$ cat config.mk
export PLATFORM = sky130hd
export DESIGN_NAME = inst_encoder
export DESIGN_NICKNAME = d
export VERILOG_FILES = /design/src/rtl/isa_pkg.sv /design/src/rtl/inst_pack.sv /design/src/rtl/inst_encoder.sv
export SDC_FILE = /design/constraint.sdc
export NUM_CORES = 1
export LEC_CHECK = 0
export ABC_AREA = 1
export CELL_PAD_IN_SITES_DETAIL_PLACEMENT = 1
export CELL_PAD_IN_SITES_GLOBAL_PLACEMENT = 2
export CORE_AREA = 4 4 197 199
export CTS_BUF_LIST = sky130_fd_sc_hd__clkbuf_4 sky130_fd_sc_hd__clkbuf_8
export CTS_CLUSTER_SIZE = 28
export DETAILED_ROUTE_END_ITERATION = 7
export DIE_AREA = 0 0 201 203
export PLACE_DENSITY = 0.89
export SLEW_MARGIN = 20
export SYNTH_ARGS = -nofsm -noshare
export SYNTH_HDL_FRONTEND = slang
export SYNTH_HIERARCHICAL = 1
export SYNTH_SLANG_ARGS = --single-unit
$ cat constraint.sdc
create_clock -name clk -period 5.7 [get_ports clk]
set_clock_uncertainty 0.05 [all_clocks]
set_input_delay 0.855 -clock clk [delete_from_list [all_inputs] [get_ports clk]]
set_output_delay 0.855 -clock clk [all_outputs]
set_load 0.02 [all_outputs]
$ cat src/rtl/isa_pkg.sv
// isa_pkg: RV32I opcode constants, instruction format enum and opcode-to-format mapping
package isa_pkg;
  localparam logic [6:0] OP_LOAD   = 7'b0000011;
  localparam logic [6:0] OP_IMM    = 7'b0010011;
  localparam logic [6:0] OP_JALR   = 7'b1100111;
  localparam logic [6:0] OP_STORE  = 7'b0100011;
  localparam logic [6:0] OP_BRANCH = 7'b1100011;
  localparam logic [6:0] OP_LUI    = 7'b0110111;
  localparam logic [6:0] OP_AUIPC  = 7'b0010111;
  localparam logic [6:0] OP_JAL    = 7'b1101111;
  typedef enum logic [2:0] {FMT_R, FMT_I, FMT_S, FMT_B, FMT_U, FMT_J} fmt_e;
  function automatic fmt_e fmt_of(input logic [6:0] op);
    return (op == OP_LOAD || op == OP_IMM || op == OP_JALR) ? FMT_I :
           (op == OP_STORE)                                 ? FMT_S :
           (op == OP_BRANCH)                                ? FMT_B :
           (op == OP_LUI || op == OP_AUIPC)                 ? FMT_U :
           (op == OP_JAL)                                   ? FMT_J : FMT_R;
  endfunction
endpackage

$ cat src/rtl/inst_pack.sv
// inst_pack: combinational field packer, {opcode, rd, rs1, rs2, funct3, funct7, imm} -> {inst, legal}
// imm follows the decoder convention (B and J hold offset>>1); legal=0 when imm cannot be represented.
module inst_pack
  import isa_pkg::*;
(
  input  logic [6:0]  opcode,
  input  logic [4:0]  rd,
  input  logic [4:0]  rs1,
  input  logic [4:0]  rs2,
  input  logic [2:0]  funct3,
  input  logic [6:0]  funct7,
  input  logic [31:0] imm,
  output logic [31:0] inst,
  output logic        legal
);
  fmt_e fmt;
  assign fmt = fmt_of(opcode);
  assign inst = fmt == FMT_I ? {imm[11:0], rs1, funct3, rd, opcode}
              : fmt == FMT_S ? {imm[11:5], rs2, rs1, funct3, imm[4:0], opcode}
              : fmt == FMT_B ? {imm[11], imm[9:4], rs2, rs1, funct3, imm[3:0], imm[10], opcode}
              : fmt == FMT_U ? {imm[31:12], rd, opcode}
              : fmt == FMT_J ? {imm[19], imm[9:0], imm[10], imm[18:11], rd, opcode}
              : {funct7, rs2, rs1, funct3, rd, opcode};
  // B offsets are signed: the upper bits must be a pure sign extension of imm[11]
  assign legal = (fmt == FMT_I || fmt == FMT_S) ? imm[31:12] == '0
               : fmt == FMT_B ? (imm[31:11] == '0 || &imm[31:11])
               : fmt == FMT_U ? imm[11:0] == '0
               : fmt == FMT_J ? imm[31:20] == '0
               : 1'b1;
endmodule

$ cat src/rtl/inst_encoder.sv
// inst_encoder: packs instruction fields into RV32I words, emitted with byte addresses through a 2-entry valid/ready FIFO
// Ports: clk/rst (async active-high), clear (sync), in_* request with in_ready,
// out_valid/out_ready/out_inst/out_addr, err pulse on rejected request, n_emit/n_err saturating counters.
module inst_encoder
  import isa_pkg::*;
#(
  parameter int ADDR_W = 32,
  parameter logic [ADDR_W-1:0] BASE_ADDR = '0,
  parameter int CNT_W = 16
) (
  input  logic              clk,
  input  logic              rst,
  input  logic              clear,
  input  logic              in_valid,
  output logic              in_ready,
  input  logic [6:0]        in_opcode,
  input  logic [4:0]        in_rd,
  input  logic [4:0]        in_rs1,
  input  logic [4:0]        in_rs2,
  input  logic [2:0]        in_funct3,
  input  logic [6:0]        in_funct7,
  input  logic [31:0]       in_imm,
  output logic              out_valid,
  input  logic              out_ready,
  output logic [31:0]       out_inst,
  output logic [ADDR_W-1:0] out_addr,
  output logic              err,
  output logic [CNT_W-1:0]  n_emit,
  output logic [CNT_W-1:0]  n_err
);
  logic [31:0]       inst;
  logic              legal;
  logic [31:0]       mem_inst [2];
  logic [ADDR_W-1:0] mem_addr [2];
  logic              wr_ptr, rd_ptr;
  logic [1:0]        cnt, cnt_nx;
  logic [ADDR_W-1:0] addr_ctr;
  logic              acc, push, rej, pop;
  inst_pack u_pack (
    .opcode(in_opcode),
    .rd(in_rd),
    .rs1(in_rs1),
    .rs2(in_rs2),
    .funct3(in_funct3),
    .funct7(in_funct7),
    .imm(in_imm),
    .inst(inst),
    .legal(legal)
  );
  assign acc       = in_valid && in_ready;
  assign push      = acc && legal;
  assign rej       = acc && !legal;
  assign out_valid = cnt != 2'd0;
  assign pop       = out_valid && out_ready;
  assign cnt_nx    = cnt + {1'b0, push} - {1'b0, pop};
  assign out_inst  = mem_inst[rd_ptr];
  assign out_addr  = mem_addr[rd_ptr];
  always_ff @(posedge clk or posedge rst) begin
    if (rst) begin
      mem_inst[0] <= '0;
      mem_inst[1] <= '0;
      mem_addr[0] <= BASE_ADDR;
      mem_addr[1] <= BASE_ADDR;
      wr_ptr      <= 1'b0;
      rd_ptr      <= 1'b0;
      cnt         <= 2'd0;
      in_ready    <= 1'b1;
      addr_ctr    <= BASE_ADDR;
      err         <= 1'b0;
      n_emit      <= '0;
      n_err       <= '0;
    end else if (clear) begin
      wr_ptr   <= 1'b0;
      rd_ptr   <= 1'b0;
      cnt      <= 2'd0;
      in_ready <= 1'b1;
      addr_ctr <= BASE_ADDR;
      err      <= 1'b0;
      n_emit   <= '0;
      n_err    <= '0;
    end else begin
      if (push) begin
        mem_inst[wr_ptr] <= inst;
        mem_addr[wr_ptr] <= addr_ctr;
        wr_ptr           <= !wr_ptr;
        addr_ctr         <= addr_ctr + ADDR_W'(4);
      end
      if (pop) rd_ptr <= !rd_ptr;
      cnt      <= cnt_nx;
      // registered from the next occupancy so out_ready never reaches in_ready combinationally
      in_ready <= !cnt_nx[1];
      err      <= rej;
      n_emit   <= n_emit + CNT_W'(push && !(&n_emit));
      n_err    <= n_err + CNT_W'(rej && !(&n_err));
    end
  end
endmodule

==> results of run 1 <==
==> metrics by stage <==
stage          util, %  hold slack, ns
3_3_place_gp      33.0           0.416
3_5_place_dp      33.0           0.422
6_report          34.1           0.445
4_1_cts           34.1           0.451
2_1_floorplan        -           0.403
5_1_grt           34.1           0.470
==> flip-flops by register name (all words and copies together) (netlist names) <==
signal    flops
n_err        16
addr_ctr     30
in_ready      1
cnt           2
wr_ptr        1
mem_inst     64
err           1
n_emit       16
rd_ptr        1
mem_addr     60
==> power groups by stage <==
stage | clock, mW | sequential (mW) | combinational [mW]
floorplan | 0 | 1.77 | 0.833
global placement | 0 | 1.78 | 1.41
detailed placement | 0 | 1.79 | 1.45
CTS | 0.988 | 1.77 | 1.45
global route | 1.04 | 1.80 | 1.57
finish | 0.949 | 1.77 | 1.42
==> cell usage in the layout (no fill, tap or decap), types with 3 or more instances in the layout <==
master,count
nand3_1,52
ha_1,7
o21ai_1,105
nand4_1,8
a31oi_1,3
nor2_2,8
nand2_2,7
nand2_4,4
nand3_2,3
clkinv_4,4
inv_8,4
inv_2,4
nor2_4,4
o21ai_0,46
o21ai_2,5
dfrtp_1,190
nor2_1,165
clkbuf_8,17
nor3_1,11
buf_4,8
nand2_1,518
a21oi_1,39
o221ai_1,5
inv_1,152
o22ai_1,8
clkinv_8,3
xor2_1,5
clkdlybuf4s50_1,165
==> path summary, 6_finish.rpt <==
path | from | endpoint | slack (ns) | cells after the start
max | in_opcode[2] | n_err[10] | 1.71 | 20
max reg2reg | in_ready | mem_inst[5] | 3.37 | 6
min in group asynchronous | rst | addr_ctr[25] | 0.87 | 3
max in group asynchronous | rst | mem_inst[25] | 3.94 | 3
min | mem_inst[60] | mem_inst[60] | 0.45 | 2
min reg2reg | mem_inst[60] | mem_inst[60] | 0.45 | 2
==> cells by family after synthesis <==
group / synth area share [%]
AND/OR/NAND/NOR: 31.3
buffers and inverters: 9.69
AO/OA/AOI/OAI: 11.0
flip-flops: 46.6
XOR/XNOR: 0.594
adder cells (fa/ha/maj): 0.849
other: 0.0363
==> area by class of cell <==
cell class,instances,area (um2)
clock inverters,14,175
multi-input cells,1020,4530
flip-flops and latches,192,4810
fillers,4628,24500
well taps,474,593
repair buffers,175,1750
inverters,158,597
clock buffers,18,241
==> cells in the mapped netlist, types with 2 or more instances <==
cell type  instances  area (um2)
ha_1               7        87.6
o21ai_2            5        43.8
buf_6             17         191
xnor2_1            2        17.5
xor2_1             5        43.8
nand3_1           52         260
buf_2             10        50.1
nand3_2            3        30.0
clkbuf_1          24        90.1
o21ai_1          105         526
a31oi_1            3        18.8
dfrtp_1          191        4780
nand2_2            9        56.3
inv_1            153         574
nand4_1            8        50.1
buf_1              2        7.51
nor3_2             2        20.0
nand2_4            2        22.5
o22ai_1            8        50.1
nor2_2             8        50.1
or2_2              2        12.5
nor3_1            11        55.1
inv_2              4        15.0
o21ai_0           46         230
nor4_1             2        12.5
buf_4              9        67.6
o221ai_1           5        43.8
nor2_1           165         619
nand2_1          518        1940
a21oi_1           39         195
nor2_4             4        45.0
==> per-layer routing <==
metal | part of all wire (%) | routed length (um) | track usage, %
met3 | 3.3 | 1050 | 3.00
met5 | 0 | 0 | 0
met4 | 1.3 | 432 | 3.61
met2 | 48 | 15400 | 26.5
met1 | 48 | 15400 | 21.7
==> worst register-to-register path: cells and delay by family, from the launching register on <==
kind                   cells  cell delay, ns
AO/OA/AOI/OAI              1            0.06
flip-flops                 1            0.60
buffers and inverters      1            0.49
AND/OR/NAND/NOR            4            1.02
==> results.ini, run 1 <==
[pwr]
comb_power_share_pct = 34.3
leakage_nw = 5.90
pwr-share-clk_pct = 23.0
p_int_mw = 2.56
switching_share_pct = 38.1
p_per_area_mw_per_mm2 = 326
seq_power_share_pct = 42.8
ir_worst_vdd_v = 0.000143
p_switching_mw = 1.58
power.total_mw = 4.13

[timing]
finalWorstSetupSlack_ns = 1.71
setup_viol = 0
tightest_slew_ns = 0.955
fin_crit_sh_pct = 70.1
min_period_ns = 3.99
rsz0062_at_grt = false
hold_viol = 0
tns_ns = 0
final_max_slew_viol_count = 0
relSlewSlack_pct = 36.3
fmaxAchievable_mhz = 250

[synthesis]
synth_warnings = 6
ys_ff_latch = 192
synth-edff-count = 0
seq_area_frac_synth_pct = 46.6
synth-main-ff-cell = dfrtp_1
ys_types = 41
async_reset_ff_share_pct = 100
synth_area_mm2 = 0.0103
syn_inst = 1431
syn_area_per_cell_um2 = 7.21

[finish]
nets = 1640
area_growth_pct = 23.0
layout-drive-gt1-share_pct = 5.52
final_area_mm2 = 0.0127
antenna_cells = 0
fin_cells = 2051

[clock_tree]
numClockSinks = 192
cts_resized = 0
clockRootBuffer = clkbuf_8
clockBufferDepth = 2
cts-buffers-inserted = 17
clkLatencyLatePin_ns = 0.49
hold_buffers = 0
path_clk_slew_ns = 0.11
h-tree-depth = 4
post_cts_buffers = 0
tritoncts = yes

[run_status]
status = finished, final reports clean

[die]
die_y_um = 203
initial_core_util_pct = 27.7
io_pins = 168
core-area_mm2 = 0.0372
die_area_mm2 = 0.0408
fp.dieW_um = 201
row_count = 71

[setup_path]
critPathKind = in2reg
critPathArrivalTime_ns = 4.32
path_cells = clkdlybuf4s50_1, nand2_2, nor2_4, nand2_4, inv_1, nand2_1, nand2_1, inv_1, nand3_1, nand2_1, nand3b_1, nor2_1, ha_1, nand2_1, nor2_2, nand2_2, nor2_1, inv_1, o21ai_0, a21oi_1
worstPathRequired_ns = 6.03
critPathSlowestCell = clkdlybuf4s50_1
cp_max_fo = 23
crit_path_end_kind = flop
cpPeakStageDelay_ns = 0.64
crit_path_start_kind = input pin
path_common_cell = nand2_1
crit_buf_inv = 4
path_delay_family = simple AND/OR/NAND/NOR gates

[placed_design]
place_inst = 2019
portBuffers = 165
place_area_mm2 = 0.0123
dpl.hpwl_mm = 23.7
pre_cts_slack_ns = 1.27
routabilityCongestion = 0.823

[drt]
drt-pass1-iter-count = 5
vias = 9416
antenna_left = 0
drc = 0
drt_wl_total_mm = 32.3
drtIter0Drc = 395
avgRoutedWirePerCell_um = 15.7
vias_per_cell = 4.59

[global_route]
first_global_vias = 9996
antenna_found_initial = 0
grt.total_usage_pct = 15.9
grt.overflow.total = 0
grt_max_degree = 119
grt_pass1_wl_mm = 53.3

[min_path]
hp-class = reg2reg

[job]
cap_violations = 0

(Power assumes the default switching activity.)
==> run 2: changes to the inputs <==
CORE_AREA = 4 4 188 190   (was 4 4 197 199)
DIE_AREA = 0 0 192 194   (was 0 0 201 203)
PLACE_DENSITY = 0.92   (was 0.89)
clock period = 3.95 ns   (was 5.7 ns; I/O delays follow)
==> run 2 against run 1 <==
  * Via count grew 1.0%
  * Hold slack worse by 0.0030 ns
  * Clock power up 40%
  * Flip-flop and latch count stayed put
  * Register-to-register slack worse by 1.7 ns
  * Sequential power grew 45%
  * Critical endpoint is now n_err[11]
==> results.ini, run 2 (same netlist as run 1, synthesis figures left out) <==
[clock_tree]
numClockSinks = 192  ; unchanged
path_clk_slew_ns = 0.12  ; was 0.11 ns
cts-buffers-inserted = 17  ; unchanged
clkLatencyLatePin_ns = 0.49  ; about the same
h-tree-depth = 4  ; unchanged
hold_buffers = 0  ; unchanged
clockRootBuffer = clkbuf_8  ; unchanged
tritoncts = yes  ; unchanged
cts_resized = 0  ; unchanged
clockBufferDepth = 2  ; unchanged
post_cts_buffers = 0  ; unchanged

[placed_design]
place_area_mm2 = 0.0123  ; about the same
portBuffers = 165  ; unchanged
routabilityCongestion = 0.868  ; was 0.823
place_inst = 1996  ; was 2019
pre_cts_slack_ns = 0.129  ; was 1.27 ns
dpl.hpwl_mm = 23.7  ; about the same

[drt]
antenna_left = 0  ; unchanged
avgRoutedWirePerCell_um = 15.9  ; was 15.7 um
drt-pass1-iter-count = 5  ; unchanged
vias = 9513  ; was 9416
drt_wl_total_mm = 32.2  ; was 32.3 mm
drc = 0  ; unchanged
vias_per_cell = 4.69  ; was 4.59
drtIter0Drc = 404  ; was 395

[pwr]
leakage_nw = 5.92  ; was 5.90 nW
ir_worst_vdd_v = 0.000349  ; was 0.000143 V
p_per_area_mw_per_mm2 = 468  ; was 326 mW/mm2
power.total_mw = 5.93  ; was 4.13 mW

[setup_path]
critPathSlowestCell = clkdlybuf4s50_1  ; unchanged
path_cells = clkdlybuf4s50_1, nand2_2, nor2_4, nand2_4, inv_1, nand2_1, nand2_1, inv_1, nand3_1, nand2_1, nand3b_1, nor2_1, ha_1, nand2_1, nor2_1, nand2_1, inv_1, nand2_1, o21ai_0, a21oi_1  ; was clkdlybuf4s50_1, nand2_2, nor2_4, nand2_4, inv_1, nand2_1, nand2_1, inv_1, nand3_1, nand2_1, nand3b_1, nor2_1, ha_1, nand2_1, nor2_2, nand2_2, nor2_1, inv_1, o21ai_0, a21oi_1
critPathKind = in2reg  ; unchanged
rrSetupSlack_ns = 1.66  ; was 3.37 ns
crit_path_start_kind = input pin  ; unchanged
crit_buf_inv = 4  ; unchanged
worstPathRequired_ns = 4.28  ; was 6.03 ns
cp_max_fo = 7  ; was 23
cpPeakStageDelay_ns = 0.50  ; was 0.64 ns
timing.rr.end = n_err[11]  ; was mem_inst[5]
path_common_cell = nand2_1  ; unchanged
path_delay_family = simple AND/OR/NAND/NOR gates  ; unchanged
worstSetupStartpoint = in_opcode[0]  ; was in_opcode[2]
r2r-start = n_err[4]  ; was in_ready
critPathArrivalTime_ns = 3.68  ; was 4.32 ns
cp.depth = 20  ; unchanged
r2r_cells = 13  ; was 6
cp-endpoint = n_err[11]  ; was n_err[10]
crit_path_end_kind = flop  ; unchanged

[timing]
setup_viol = 0  ; unchanged
tns_ns = 0  ; unchanged
finalWorstSetupSlack_ns = 0.604  ; was 1.71 ns
tightest_slew_ns = 0.858  ; was 0.955 ns
min_period_ns = 3.35
fin_crit_sh_pct = 84.7
hold_viol = 0  ; unchanged
final_max_slew_viol_count = 0  ; unchanged
rsz0062_at_grt = false  ; unchanged
fmaxAchievable_mhz = 299
relSlewSlack_pct = 42.7  ; was 36.3%
hold_ws_ns = 0.442  ; was 0.445 ns

[finish]
area_growth_pct = 22.9  ; was 23.0%
largest_register_ffs = 64  ; unchanged
antenna_cells = 0  ; unchanged
final_area_mm2 = 0.0127  ; about the same
layout_commonest_cell = nand2_1  ; unchanged
fillCellCount = 4128  ; was 4628
postLayoutCoreUtil_pct = 37.9  ; was 34.1%
mostFrequentLayoutCells = nand2_1 (518), dfrtp_1 (190), nor2_1 (165), clkdlybuf4s50_1 (165), inv_1 (152)  ; unchanged
top_regs = mem_inst: 64 flops, mem_addr: 60 flops, addr_ctr: 30 flops  ; unchanged
fin_cells = 2028  ; was 2051
largest-register = mem_inst  ; unchanged
layout-drive-gt1-share_pct = 5.70  ; was 5.52%
nets = 1643  ; was 1640

[global_route]
grt_max_degree = 126  ; was 119
grt.total_usage_pct = 17.9  ; was 15.9%
grt_pass1_wl_mm = 54.5  ; was 53.3 mm
grt.overflow.total = 0  ; unchanged
antenna_found_initial = 0  ; unchanged
first_global_vias = 10243  ; was 9996

[die]
die_y_um = 194  ; was 203 um
row_count = 67  ; was 71
core-area_mm2 = 0.0334  ; was 0.0372 mm2
initial_core_util_pct = 30.9  ; was 27.7%
fp.dieW_um = 192  ; was 201 um
io_pins = 168  ; unchanged
die_area_mm2 = 0.0372  ; was 0.0408 mm2

[job]
cap_violations = 0  ; unchanged

[run_status]
status = finished, final reports clean  ; unchanged

[min_path]
hp-class = reg2reg  ; unchanged

-- run 2: cell count changes in the layout (fill, tap and decap cells not counted), sizes merged --
cell	change
inv	+1
buf	+3
clkinv	-2
clkinvlp	+1
-- run 2: worst min-delay path: cells and delay by family (launching register included) --
family             cells  cell delay, ns
and+or+nand+nor        1            0.05
DFF                    1            0.35
AOI/OAI and AO/OA      1            0.06
-- run 2: area by class of cell --
class                   instances  area (um2)  share of cell area, %
clock inverters                14         148                   1.16
repair buffers                178        1800                   14.2
flip-flops and latches        192        4810                   37.9
multi-input cells            1020        4530                   35.7
clock buffers                  18         248                   1.95
inverters                     158         597                   4.70
well taps                     448         561                   4.42
-- run 2: worst min path at each step --
stage                       from      endpoint  slack [ns]  depth (start not counted)
floorplan           mem_addr[10]  mem_addr[10]        0.40                          2
global placement    mem_inst[50]  mem_inst[50]        0.42                          2
detailed placement  mem_inst[49]  mem_inst[49]        0.42                          2
CTS                          rst  mem_addr[20]        0.45                          2
global route                 rst  mem_addr[20]        0.46                          2
finish              mem_inst[57]  mem_inst[57]        0.44                          2
-- run 2: layer usage --
layer / wire, um / GRT usage [%] / part of all wire, %
met5: 0 / 0 / 0
met4: 492 / 4.25 / 1.5
met3: 1120 / 3.56 / 3.5
met2: 15200 / 28.8 / 47
met1: 15400 / 24.8 / 48
-- run 2: power breakdown --
group / leakage [nW] / switching [mW] / internal, mW
Combinational: 3.15 / 1.22 / 0.815
Clock: 0.196 / 0.790 / 0.537
Sequential: 2.57 / 0.229 / 2.34
